## config.mk

```make
export PLATFORM = sky130hd
export DESIGN_NAME = kws_decision_unit
export DESIGN_NICKNAME = d
export VERILOG_FILES = /design/src/rtl/kws_decision_unit_pkg.sv /design/src/rtl/kws_score_history.sv /design/src/rtl/kws_decision_unit.sv
export SDC_FILE = /design/constraint.sdc
export NUM_CORES = 2
export LEC_CHECK = 0
export ABC_AREA = 0
export CAP_MARGIN = 20
export CORE_ASPECT_RATIO = 1.1
export CORE_UTILIZATION = 49
export DETAILED_ROUTE_END_ITERATION = 8
export RECOVER_POWER = 25
export REMOVE_ABC_BUFFERS = 1
export SLEW_MARGIN = 30
export SYNTH_ARGS = -nofsm -noshare
export SYNTH_HDL_FRONTEND = slang
export SYNTH_SLANG_ARGS = --single-unit
```

## constraint.sdc

```tcl
create_clock -name clk -period 11.5 [get_ports clk]
set_input_delay 2.3 -clock clk [delete_from_list [all_inputs] [get_ports clk]]
set_output_delay 2.3 -clock clk [all_outputs]
set_load 0.01 [all_outputs]
```

## src/rtl/kws_decision_unit_pkg.sv

```systemverilog
// Shared definitions for the keyword-spotting decision unit: default
// geometry, FSM state type and a small index-width helper.
package kws_decision_unit_pkg;

    localparam int unsigned KWS_DEF_NUM_KEYWORDS = 10;
    localparam int unsigned KWS_DEF_ACTIV_BITS   = 8;

    typedef enum logic {
        ST_ACCUM  = 1'b0,
        ST_DECIDE = 1'b1
    } kws_state_e;

    // Width of a class index; never narrower than one bit.
    function automatic int unsigned kws_idx_width(input int unsigned n);
        return (n > 1) ? $clog2(n) : 1;
    endfunction

endpackage

```

## src/rtl/kws_score_history.sv

```systemverilog
// Per-class score history ring. All classes share one frame pointer; the
// oldest entry for the addressed class is read combinationally so it can be
// replaced by the new score in the same cycle.
module kws_score_history
    import kws_decision_unit_pkg::*;
#(
    parameter int unsigned NUM_KEYWORDS  = KWS_DEF_NUM_KEYWORDS,
    parameter int unsigned ACTIV_BITS    = KWS_DEF_ACTIV_BITS,
    parameter int unsigned SMOOTH_FRAMES = 8,
    localparam int unsigned IDXW = kws_idx_width(NUM_KEYWORDS),
    localparam int unsigned PTRW = $clog2(SMOOTH_FRAMES)
) (
    input  logic                  clk,
    input  logic                  rst_n,
    input  logic                  clear_i,
    input  logic                  wr_en_i,
    input  logic [IDXW-1:0]       cls_i,
    input  logic [ACTIV_BITS-1:0] data_i,
    input  logic                  advance_i,
    output logic [ACTIV_BITS-1:0] oldest_o
);

    logic [ACTIV_BITS-1:0] mem_q [NUM_KEYWORDS][SMOOTH_FRAMES];
    logic [PTRW-1:0]       ptr_q;

    assign oldest_o = mem_q[cls_i][ptr_q];

    // Storage update: flush on clear, otherwise overwrite oldest and step the
    // pointer once per completed frame (power-of-two depth wraps naturally).
    always_ff @(posedge clk or negedge rst_n) begin
        if (!rst_n) begin
            ptr_q <= '0;
            for (int unsigned c = 0; c < NUM_KEYWORDS; c++) begin
                for (int unsigned f = 0; f < SMOOTH_FRAMES; f++) begin
                    mem_q[c][f] <= '0;
                end
            end
        end else if (clear_i) begin
            ptr_q <= '0;
            for (int unsigned c = 0; c < NUM_KEYWORDS; c++) begin
                for (int unsigned f = 0; f < SMOOTH_FRAMES; f++) begin
                    mem_q[c][f] <= '0;
                end
            end
        end else begin
            if (wr_en_i) begin
                mem_q[cls_i][ptr_q] <= data_i;
            end
            if (advance_i) begin
                ptr_q <= ptr_q + 1'b1;
            end
        end
    end

endmodule

```

## src/rtl/kws_decision_unit.sv

```systemverilog
// Keyword-spotting decision unit: ingests one score per class per frame,
// keeps a moving average per class, tracks the best non-reject class and
// reports a detection once the window is warm, holdoff has expired and the
// best average reaches the threshold.
module kws_decision_unit
    import kws_decision_unit_pkg::*;
#(
    parameter int unsigned NUM_KEYWORDS  = KWS_DEF_NUM_KEYWORDS,
    parameter int unsigned ACTIV_BITS    = KWS_DEF_ACTIV_BITS,
    parameter int unsigned SMOOTH_FRAMES = 8,
    parameter int unsigned REJECT_CLASS  = 0,
    localparam int unsigned IDXW = kws_idx_width(NUM_KEYWORDS)
) (
    input  logic                    clk,
    input  logic                    rst_n,
    input  logic [ACTIV_BITS-1:0]   score_in,
    input  logic                    score_valid,
    input  logic                    score_last,
    output logic                    score_ready,
    input  logic [ACTIV_BITS-1:0]   threshold,
    input  logic [7:0]              holdoff_frames,
    input  logic                    soft_clear,
    output logic [NUM_KEYWORDS-1:0] kws_result,
    output logic [IDXW-1:0]         kws_index,
    output logic                    kws_valid,
    output logic                    frame_err
);

    localparam int unsigned LOG2_SF = $clog2(SMOOTH_FRAMES);
    localparam int unsigned SUMW    = ACTIV_BITS + LOG2_SF;
    localparam int unsigned FSW     = $clog2(SMOOTH_FRAMES + 1);

    localparam logic [IDXW-1:0] LAST_CLS = IDXW'(NUM_KEYWORDS - 1);
    localparam logic [IDXW-1:0] REJ_CLS  = IDXW'(REJECT_CLASS);
    localparam logic [FSW-1:0]  FS_FULL  = FSW'(SMOOTH_FRAMES);

    // Registered state
    kws_state_e               state_q;
    logic                     ready_q;
    logic                     valid_q;
    logic                     err_q;
    logic [NUM_KEYWORDS-1:0]  result_q;
    logic [IDXW-1:0]          index_q;
    logic [IDXW-1:0]          cls_q;
    logic [FSW-1:0]           frames_q;
    logic [7:0]               holdoff_q;
    logic [ACTIV_BITS-1:0]    best_avg_q;
    logic [IDXW-1:0]          best_idx_q;
    logic                     best_vld_q;
    logic [SUMW-1:0]          sum_q [NUM_KEYWORDS];

    // Next-state / combinational terms
    logic                     accept;
    logic                     is_last_cls;
    logic                     frame_done;
    logic                     frame_bad;
    logic [ACTIV_BITS-1:0]    oldest;
    logic [SUMW-1:0]          sum_d;
    logic [ACTIV_BITS-1:0]    avg_d;
    logic                     take;
    logic [ACTIV_BITS-1:0]    best_avg_d;
    logic [IDXW-1:0]          best_idx_d;
    logic                     best_vld_d;
    logic [FSW-1:0]           frames_d;
    logic                     detect;
    logic [NUM_KEYWORDS-1:0]  onehot;

    kws_score_history #(
        .NUM_KEYWORDS  (NUM_KEYWORDS),
        .ACTIV_BITS    (ACTIV_BITS),
        .SMOOTH_FRAMES (SMOOTH_FRAMES)
    ) u_history (
        .clk       (clk),
        .rst_n     (rst_n),
        .clear_i   (soft_clear),
        .wr_en_i   (accept),
        .cls_i     (cls_q),
        .data_i    (score_in),
        .advance_i (frame_done),
        .oldest_o  (oldest)
    );

    // Handshake decode, running-sum update, argmax candidate and detection test.
    // The decision is resolved on the last score's handshake so the registered
    // outputs appear in the DECIDE cycle, one cycle after that handshake.
    always_comb begin
        accept      = score_valid && ready_q && (state_q == ST_ACCUM) && !soft_clear;
        is_last_cls = (cls_q == LAST_CLS);
        frame_done  = accept && is_last_cls && score_last;
        frame_bad   = accept && (score_last != is_last_cls);

        sum_d = sum_q[cls_q] + SUMW'(score_in) - SUMW'(oldest);
        avg_d = sum_d[SUMW-1:LOG2_SF];

        // Strict greater-than keeps the lowest index on ties.
        take       = (cls_q != REJ_CLS) && (!best_vld_q || (avg_d > best_avg_q));
        best_avg_d = take ? avg_d : best_avg_q;
        best_idx_d = take ? cls_q : best_idx_q;
        best_vld_d = best_vld_q || (cls_q != REJ_CLS);

        frames_d = (frames_q == FS_FULL) ? frames_q : frames_q + 1'b1;

        detect = frame_done && (frames_d == FS_FULL) && (holdoff_q == 8'd0)
                 && best_vld_d && (best_avg_d >= threshold);

        onehot             = '0;
        onehot[best_idx_d] = 1'b1;
    end

    // Per-class running sums: cleared together with the history.
    always_ff @(posedge clk or negedge rst_n) begin
        if (!rst_n) begin
            for (int unsigned c = 0; c < NUM_KEYWORDS; c++) begin
                sum_q[c] <= '0;
            end
        end else if (soft_clear) begin
            for (int unsigned c = 0; c < NUM_KEYWORDS; c++) begin
                sum_q[c] <= '0;
            end
        end else if (accept) begin
            sum_q[cls_q] <= sum_d;
        end
    end

    // Frame FSM with class counter, warm-up/holdoff counters, argmax and
    // registered outputs.
    always_ff @(posedge clk or negedge rst_n) begin
        if (!rst_n) begin
            state_q    <= ST_ACCUM;
            ready_q    <= 1'b0;
            valid_q    <= 1'b0;
            err_q      <= 1'b0;
            result_q   <= '0;
            index_q    <= '0;
            cls_q      <= '0;
            frames_q   <= '0;
            holdoff_q  <= '0;
            best_avg_q <= '0;
            best_idx_q <= '0;
            best_vld_q <= 1'b0;
        end else begin
            valid_q <= 1'b0;
            err_q   <= 1'b0;
            if (soft_clear) begin
                state_q    <= ST_ACCUM;
                ready_q    <= 1'b1;
                cls_q      <= '0;
                frames_q   <= '0;
                holdoff_q  <= '0;
                best_avg_q <= '0;
                best_idx_q <= '0;
                best_vld_q <= 1'b0;
            end else begin
                case (state_q)
                    ST_ACCUM: begin
                        ready_q <= 1'b1;
                        if (frame_bad) begin
                            err_q      <= 1'b1;
                            cls_q      <= '0;
                            best_avg_q <= '0;
                            best_idx_q <= '0;
                            best_vld_q <= 1'b0;
                        end else if (frame_done) begin
                            state_q    <= ST_DECIDE;
                            ready_q    <= 1'b0;
                            cls_q      <= '0;
                            frames_q   <= frames_d;
                            best_avg_q <= '0;
                            best_idx_q <= '0;
                            best_vld_q <= 1'b0;
                            if (detect) begin
                                valid_q   <= 1'b1;
                                result_q  <= onehot;
                                index_q   <= best_idx_d;
                                holdoff_q <= holdoff_frames;
                            end else if (holdoff_q != 8'd0) begin
                                holdoff_q <= holdoff_q - 8'd1;
                            end
                        end else if (accept) begin
                            cls_q      <= cls_q + 1'b1;
                            best_avg_q <= best_avg_d;
                            best_idx_q <= best_idx_d;
                            best_vld_q <= best_vld_d;
                        end
                    end
                    ST_DECIDE: begin
                        state_q <= ST_ACCUM;
                        ready_q <= 1'b1;
                    end
                    default: begin
                        state_q <= ST_ACCUM;
                        ready_q <= 1'b1;
                    end
                endcase
            end
        end
    end

    assign score_ready = ready_q;
    assign kws_valid   = valid_q;
    assign frame_err   = err_q;
    assign kws_result  = result_q;
    assign kws_index   = index_q;

endmodule

```

# Word level (Yosys, flattened, before mapping)
# Index checks and enable logic that the tools add are counted.
[totals]
out_inout_bits = 17
regBits = 800
wordCells = 231
[classes]
magnitude_cmp = 8
n_bitwise = 5
n_mux = 74
addsub = 6
n_reduce_logical = 29
n_eq_ne = 6
[ops]
columns = ["op", "count"]
rows = [
  ["2-to-1 mux 640 bit", 2],
  ["bitwise mux 640 bit", 1],
  ["binary-select mux 64 bit (select 4 bit)", 1],
  ["demux 64 bit (select 4 bit)", 1],
  ["2-to-1 mux 110 bit", 2],
  ["2-to-1 mux 64 bit", 3],
  ["2-to-1 mux 8 bit", 15],
  ["bitwise mux 110 bit", 1],
  ["2-to-1 mux 4 bit", 16],
  ["binary-select mux 11 bit (select 4 bit)", 1],
  ["demux 11 bit (select 4 bit)", 1],
  ["2-to-1 mux 11 bit", 3],
  ["binary-select mux 8 bit (select 3 bit)", 1],
  ["demux 8 bit (select 3 bit)", 1],
  ["2-to-1 mux 1 bit", 20],
  ["logical AND 1 bit", 14],
  ["equality test 4 bit (second input constant)", 3],
  ["adder 11 x 8 -> 11 bit", 1],
  ["subtractor 11 x 8 -> 11 bit", 1],
  ["adder 4 x 1 -> 4 bit (second input constant)", 2],
  [">= comparator 8 bit", 1],
  ["greater-than comparator 8 bit", 1],
  ["zero test 8 bit", 1],
  ["nonzero test 4 bit", 2],
  ["other kinds (25)", 33],
]

# Depth between registers and ports, before layout
[logic_depth]
depth_word = 19
ltp_mapped = 40

# Hierarchy
# A second synthesis with hierarchy kept.
[hier_totals]
cells_unflattened = 4115
hier_area_um2 = 40231.1
[modules_own_cells]
columns = ["module", "n_inst", "seq_area_each_um2", "area_per_inst_um2", "cells_per_inst"]
rows = [
  ["kws_score_history", 1, 16090.4, 31880.6, 3385],
  ["kws_decision_unit", 1, 3928.8, 8350.5, 730],
]

# Least setup slack after synthesis
# Ideal clock, no wire load.
[synth_timing]
path_kind = "input to register"
from = "input port score_in[1]"
to = "register holdoff_q[1]"
arrival_time_ps = 8797
setup_slack_ps = 2629
stages = 30
required_ps = 11426
setup_time_ps = 74
path_cell_list = "clkbuf_1 clkbuf_1 inv_1 fa_1 inv_1 ha_1 a21o_1 a21oi_1 o211ai_1 or2_1 and4b_1 a211oi_1 buf_2 inv_1 ha_1 a21o_1 nand2_1 nand3b_1 o21ai_1 clkbuf_1 clkbuf_1 o21ai_0 ha_1 o21a_1 o22ai_1 or3_1 or4_4 buf_6 a211o_1 a21oi_2"
[synth_between]
elab_chain_cells = 13
[synth_rtl]
columns = ["element", "line", "text"]
rows = [
  ["start, declared", "kws_decision_unit.sv:16", "input logic [ACTIV_BITS-1:0] score_in,"],
  ["adder 11 x 8 -> 11 bit *", "kws_decision_unit.sv:92", "sum_d = sum_q[cls_q] + SUMW'(score_in) - SUMW'(oldest);"],
  ["subtractor 11 x 8 -> 11 bit *", "kws_decision_unit.sv:92", ""],
  ["greater-than comparator 8 bit", "kws_decision_unit.sv:96", "take = (cls_q != REJ_CLS) && (!best_vld_q || (avg_d > best_avg_q));"],
  ["logical OR 1 bit", "kws_decision_unit.sv:96", ""],
  ["logical AND 1 bit", "kws_decision_unit.sv:96", ""],
  ["2-to-1 mux 8 bit *", "kws_decision_unit.sv:97", "best_avg_d = take ? avg_d : best_avg_q;"],
  [">= comparator 8 bit *", "kws_decision_unit.sv:104", "&& best_vld_d && (best_avg_d >= threshold);"],
  ["logical AND 1 bit *", "kws_decision_unit.sv:104", ""],
  ["2-to-1 mux 8 bit", "kws_decision_unit.sv:171", "if (detect) begin"],
  ["2-to-1 mux 8 bit", "kws_decision_unit.sv:163", "end else if (frame_done) begin"],
  ["2-to-1 mux 8 bit", "kws_decision_unit.sv:157", "if (frame_bad) begin"],
  ["2-to-1 mux 8 bit", "kws_decision_unit.sv:154", "case (state_q)"],
  ["2-to-1 mux 8 bit", "kws_decision_unit.sv:144", "if (soft_clear) begin"],
  ["end signal, assigned", "kws_decision_unit.sv:175", "holdoff_q <= holdoff_frames;"],
  ["end signal, assigned", "kws_decision_unit.sv:177", "holdoff_q <= holdoff_q - 8'd1;"],
  ["end, declared", "kws_decision_unit.sv:46", "logic [7:0] holdoff_q;"],
]
# Every way passes the cells marked *; elsewhere a longest branch is shown, timed or not. The select of a mux whose other input is x is not followed.
# A chain may end at the register's enable or synchronous reset.

# Worst setup path after layout
[layout_timing]
from = "register cls_q[1]"
to = "register holdoff_q[5]"
[layout_between]
elab_chain_cells = 19
[layout_rtl]
columns = ["element", "line", "text"]
rows = [
  ["start, declared", "kws_decision_unit.sv:44", "logic [IDXW-1:0] cls_q;"],
  ["start signal, assigned", "kws_decision_unit.sv:180", "cls_q <= cls_q + 1'b1;"],
  ["branches (longest 19 deep; another with adder 11 x 8 -> 11 bit)", "--", ""],
]
# Several ways; the timed one is not identified. The select of a mux whose other input is x is not followed.

==> results.py <==
metrics = {
    "synthesis": {
        "yosys_warnings": 0,
        "synthFlopType": "dfrtp_1",
        "synth-edff-count": 0,
        "seq_area_frac_synth_pct": 50.0,
        "synth_top_family_by_area": "simple AND/OR/NAND/NOR gates",
        "synthAdderAreaFrac_pct": 1.49,
        "syn_area_per_cell_um2": 9.38,
        "synth_simple_gate_area_share_pct": 17.1,
        "synthDistinctLibCells": 62,
        "synthArstFlopShare_pct": 100,
        "muxShareOfSynthArea_pct": 13.1,
        "synth_compound_area_share_pct": 13.7,
        "synthXorXnorAreaFrac_pct": 0.306,
        "netlist_instances": 4267,
        "syn_area_um2": 40000,
        "synth_seq_cells": 800,
    },
    "layout": {
        "syn_to_final_growth_pct": 9.95,
        "fin_nets": 4179,
        "finalInstanceArea_um2": 44000,
        "drive_gt1_share_pct": 9.66,
        "antennaDiodeCount": 0,
        "fillers": 7217,
    },
    "timing": {
        "period_needed_ns": 9.27,
        "post-route-period-util_pct": 80.6,
        "fmax_ghz": 0.108,
        "hold_slack_ns": 0.484,
        "slew_violations": 225,
        "finalHoldViolCount": 0,
        "tightest_slew_ns": 4.84,
        "fin_ws_ns": 2.23,
        "setup_viol": 0,
        "skew_ns": 0.0316,
        "relSlewSlack_pct": -223,
        "rsz0062_at_grt": "false",
    },
    "route": {
        "drtIter0Drc": 3561,
        "num_vias": 32000,
        "drt-total-wl_mm": 124,
        "drtAntennaViolNets": 0,
        "routedWlPerCell_um": 23.6,
        "drc": 5,
        "drt-pass1-iter-count": 9,
        "avgViaCountPerCell": 6.12,
    },
    "power_and_ir_drop": {
        "totalPowerFinal_mw": 6.56,
        "power_density_nw_per_um2": 149,
        "ir_drop_mv": 0.101,
        "p_leak_nw": 17.2,
    },
    "min_path": {
        "hold_depth": 2,
        "hp-class": "reg -> reg",
    },
    "critical_path": {
        "timing.reg2reg.worst_path_depth": 32,
        "cp.required_ns": 12.05,
        "critical-path-max-stage-delay_ns": 1.08,
        "critPathArrivalTime_ns": 9.82,
        "critical_path_class": "reg -> reg",
        "crit_slowest_cell": "dfrtp_4",
        "cp_max_fo": 55,
        "crit_path_start_kind": "register",
        "end_kind": "register",
    },
    "place": {
        "pre_cts_ws_ns": 2.33,
        "numPortBuffers": 45,
        "dpl.hpwl_mm": 71.4,
        "place_congestion": 0.847,
        "place_area_um2": 41100,
    },
    "grt": {
        "grt_max_degree": 199,
        "grt_pass1_vias": 31500,
        "antenna_found_initial": 2,
        "grt_pass1_wl_mm": 193,
        "grt_overflow": 0,
        "grt_usage_pct": 30.2,
    },
    "clocking": {
        "clock_path_buffers": 3,
        "path_clk_slew_ns": 0.06,
        "clk_latency_ns": 0.65,
        "htree_num_levels": 3,
        "cts_tree": "yes",
        "cts-root-buf": "clkbuf_16",
        "postCtsSetupRepairBufs": 0,
        "cts_inserted_buffers": 88,
        "ctsResizeCount": 0,
        "hold_buffers": 0,
        "clock_sinks": 800,
    },
    "floorplanning": {
        "io-pin-count": 46,
        "core_area_um2": 80600,
        "die_width_um": 275,
        "die_y_um": 302,
        "rows": 109,
        "start_util_pct": 49.7,
        "die_area_um2": 82800,
    },
    "flow_run": {
        "maxCapViolations": 4,
    },
    "run_status": {
        "status": "finished with violations",
        "violations": "DRC, capacitance limit, slew limit",
    },
}
-- path summary, 6_finish.rpt --
path / start / to / slack (ns)
max: cls_q[1] / holdoff_q[5] / 2.23
min: sum_q[6] / sum_q[6] / 0.48
max reg2reg: cls_q[1] / holdoff_q[5] / 2.23
min reg2reg: sum_q[6] / sum_q[6] / 0.48
max in group asynchronous: rst_n / u_history.mem_q[244] / 3.18
min in group asynchronous: rst_n / holdoff_q[0] / 2.06
-- through the flow --
step / TNS [ns] / util (%) / std cells
2_1_floorplan: -197.28 / - / 3892
3_3_place_gp: 0 / 50.9 / 5065
3_5_place_dp: 0 / 51.0 / 5067
4_1_cts: 0 / 54.5 / 5224
5_1_grt: 0 / 54.6 / 5228
6_report: 0 / 54.6 / 5228
-- cell usage in the layout (no fill, tap or decap), types with 54 or more instances in the layout --
cell	synthesis	routed
nand2_1	1010	1009
dfrtp_1	800	796
a21oi_1	672	672
nand3_1	330	330
nor2_1	212	210
mux2i_1	175	175
mux4_2	150	150
o21ai_0	114	114
clkbuf_16	0	90
buf_4	9	69
inv_1	58	58
o22ai_1	54	54
-- layer usage --
metal  vias up  wire length (µm)  share of wire (%)  global-route usage [%]
met5         -                11             0.0089                       0
met4         2              3490                2.8                    9.83
met3       190              7750                6.3                    4.24
met2      1048             58600                 47                    47.3
met1     16200             53600                 43                    43.3
li1      14500                 -                  -                       -
-- flip-flops by register name (all words and copies together), names as in the netlist --
register / flops
kws_valid: 1
cls_q: 4
u_history.ptr_q: 3
best_idx_q: 4
frames_q: 4
score_ready: 1
best_avg_q: 8
frame_err: 1
kws_result: 10
best_vld_q: 1
u_history.mem_q: 640
state_q: 1
holdoff_q: 8
sum_q: 110
kws_index: 4
-- area by class of cell --
| cell class | instances | area (µm²) | area share, % |
|---|---|---|---|
| clock inverter | 16 | 210 | 0.478 |
| multi-input combinational | 3034 | 18400 | 41.7 |
| tap | 1054 | 1320 | 3.00 |
| inverter | 58 | 218 | 0.495 |
| clock buffer | 141 | 2650 | 6.03 |
| sequential | 800 | 20000 | 45.5 |
| timing repair buffer | 125 | 1220 | 2.78 |
-- power breakdown --
group	internal, mW	switching [mW]	leakage (nW)
clock network	1.67	1.18	1.41
logic	0.280	0.587	4.67
registers	2.83	0.0186	11.2
-- worst max-delay path: cells and delay by family, from the launching register on --
| kind | cells | cell delay (ns) |
|---|---|---|
| multiplexers | 3 | 0.86 |
| adder cells (fa/ha/maj) | 4 | 1.45 |
| AND/OR/NAND/NOR | 7 | 1.90 |
| flip-flops | 1 | 1.08 |
| AO/OA/AOI/OAI | 13 | 2.41 |
| buffers and inverters | 5 | 1.40 |
-- synthesized netlist by cell type, types with 11 or more instances --
cell,number,area [µm²]
nor2_1,212,796
o22ai_1,54,338
o21ai_0,114,571
mux2_2,11,124
a22o_1,28,245
mux4_2,150,3380
ha_1,35,438
a31oi_1,11,68.8
a21oi_1,672,3360
inv_1,58,218
buf_2,31,155
nor3_1,16,80.1
and3_1,11,68.8
o22a_1,11,96.3
a211oi_1,41,308
nand3_1,330,1650
a22oi_1,24,180
mux2i_1,175,1750
dfrtp_1,800,20000
buf_1,33,124
clkbuf_1,301,1130
nand2_1,1010,3790
nor2b_1,19,119
-- logic make-up after synthesis --
logic type	count (synthesis)
simple gates	1646
compound gates	995
xor+xnor	14
mux	336
fa+ha+maj	43
buf+inv	433
flops	800
(Power assumes the default switching activity.)
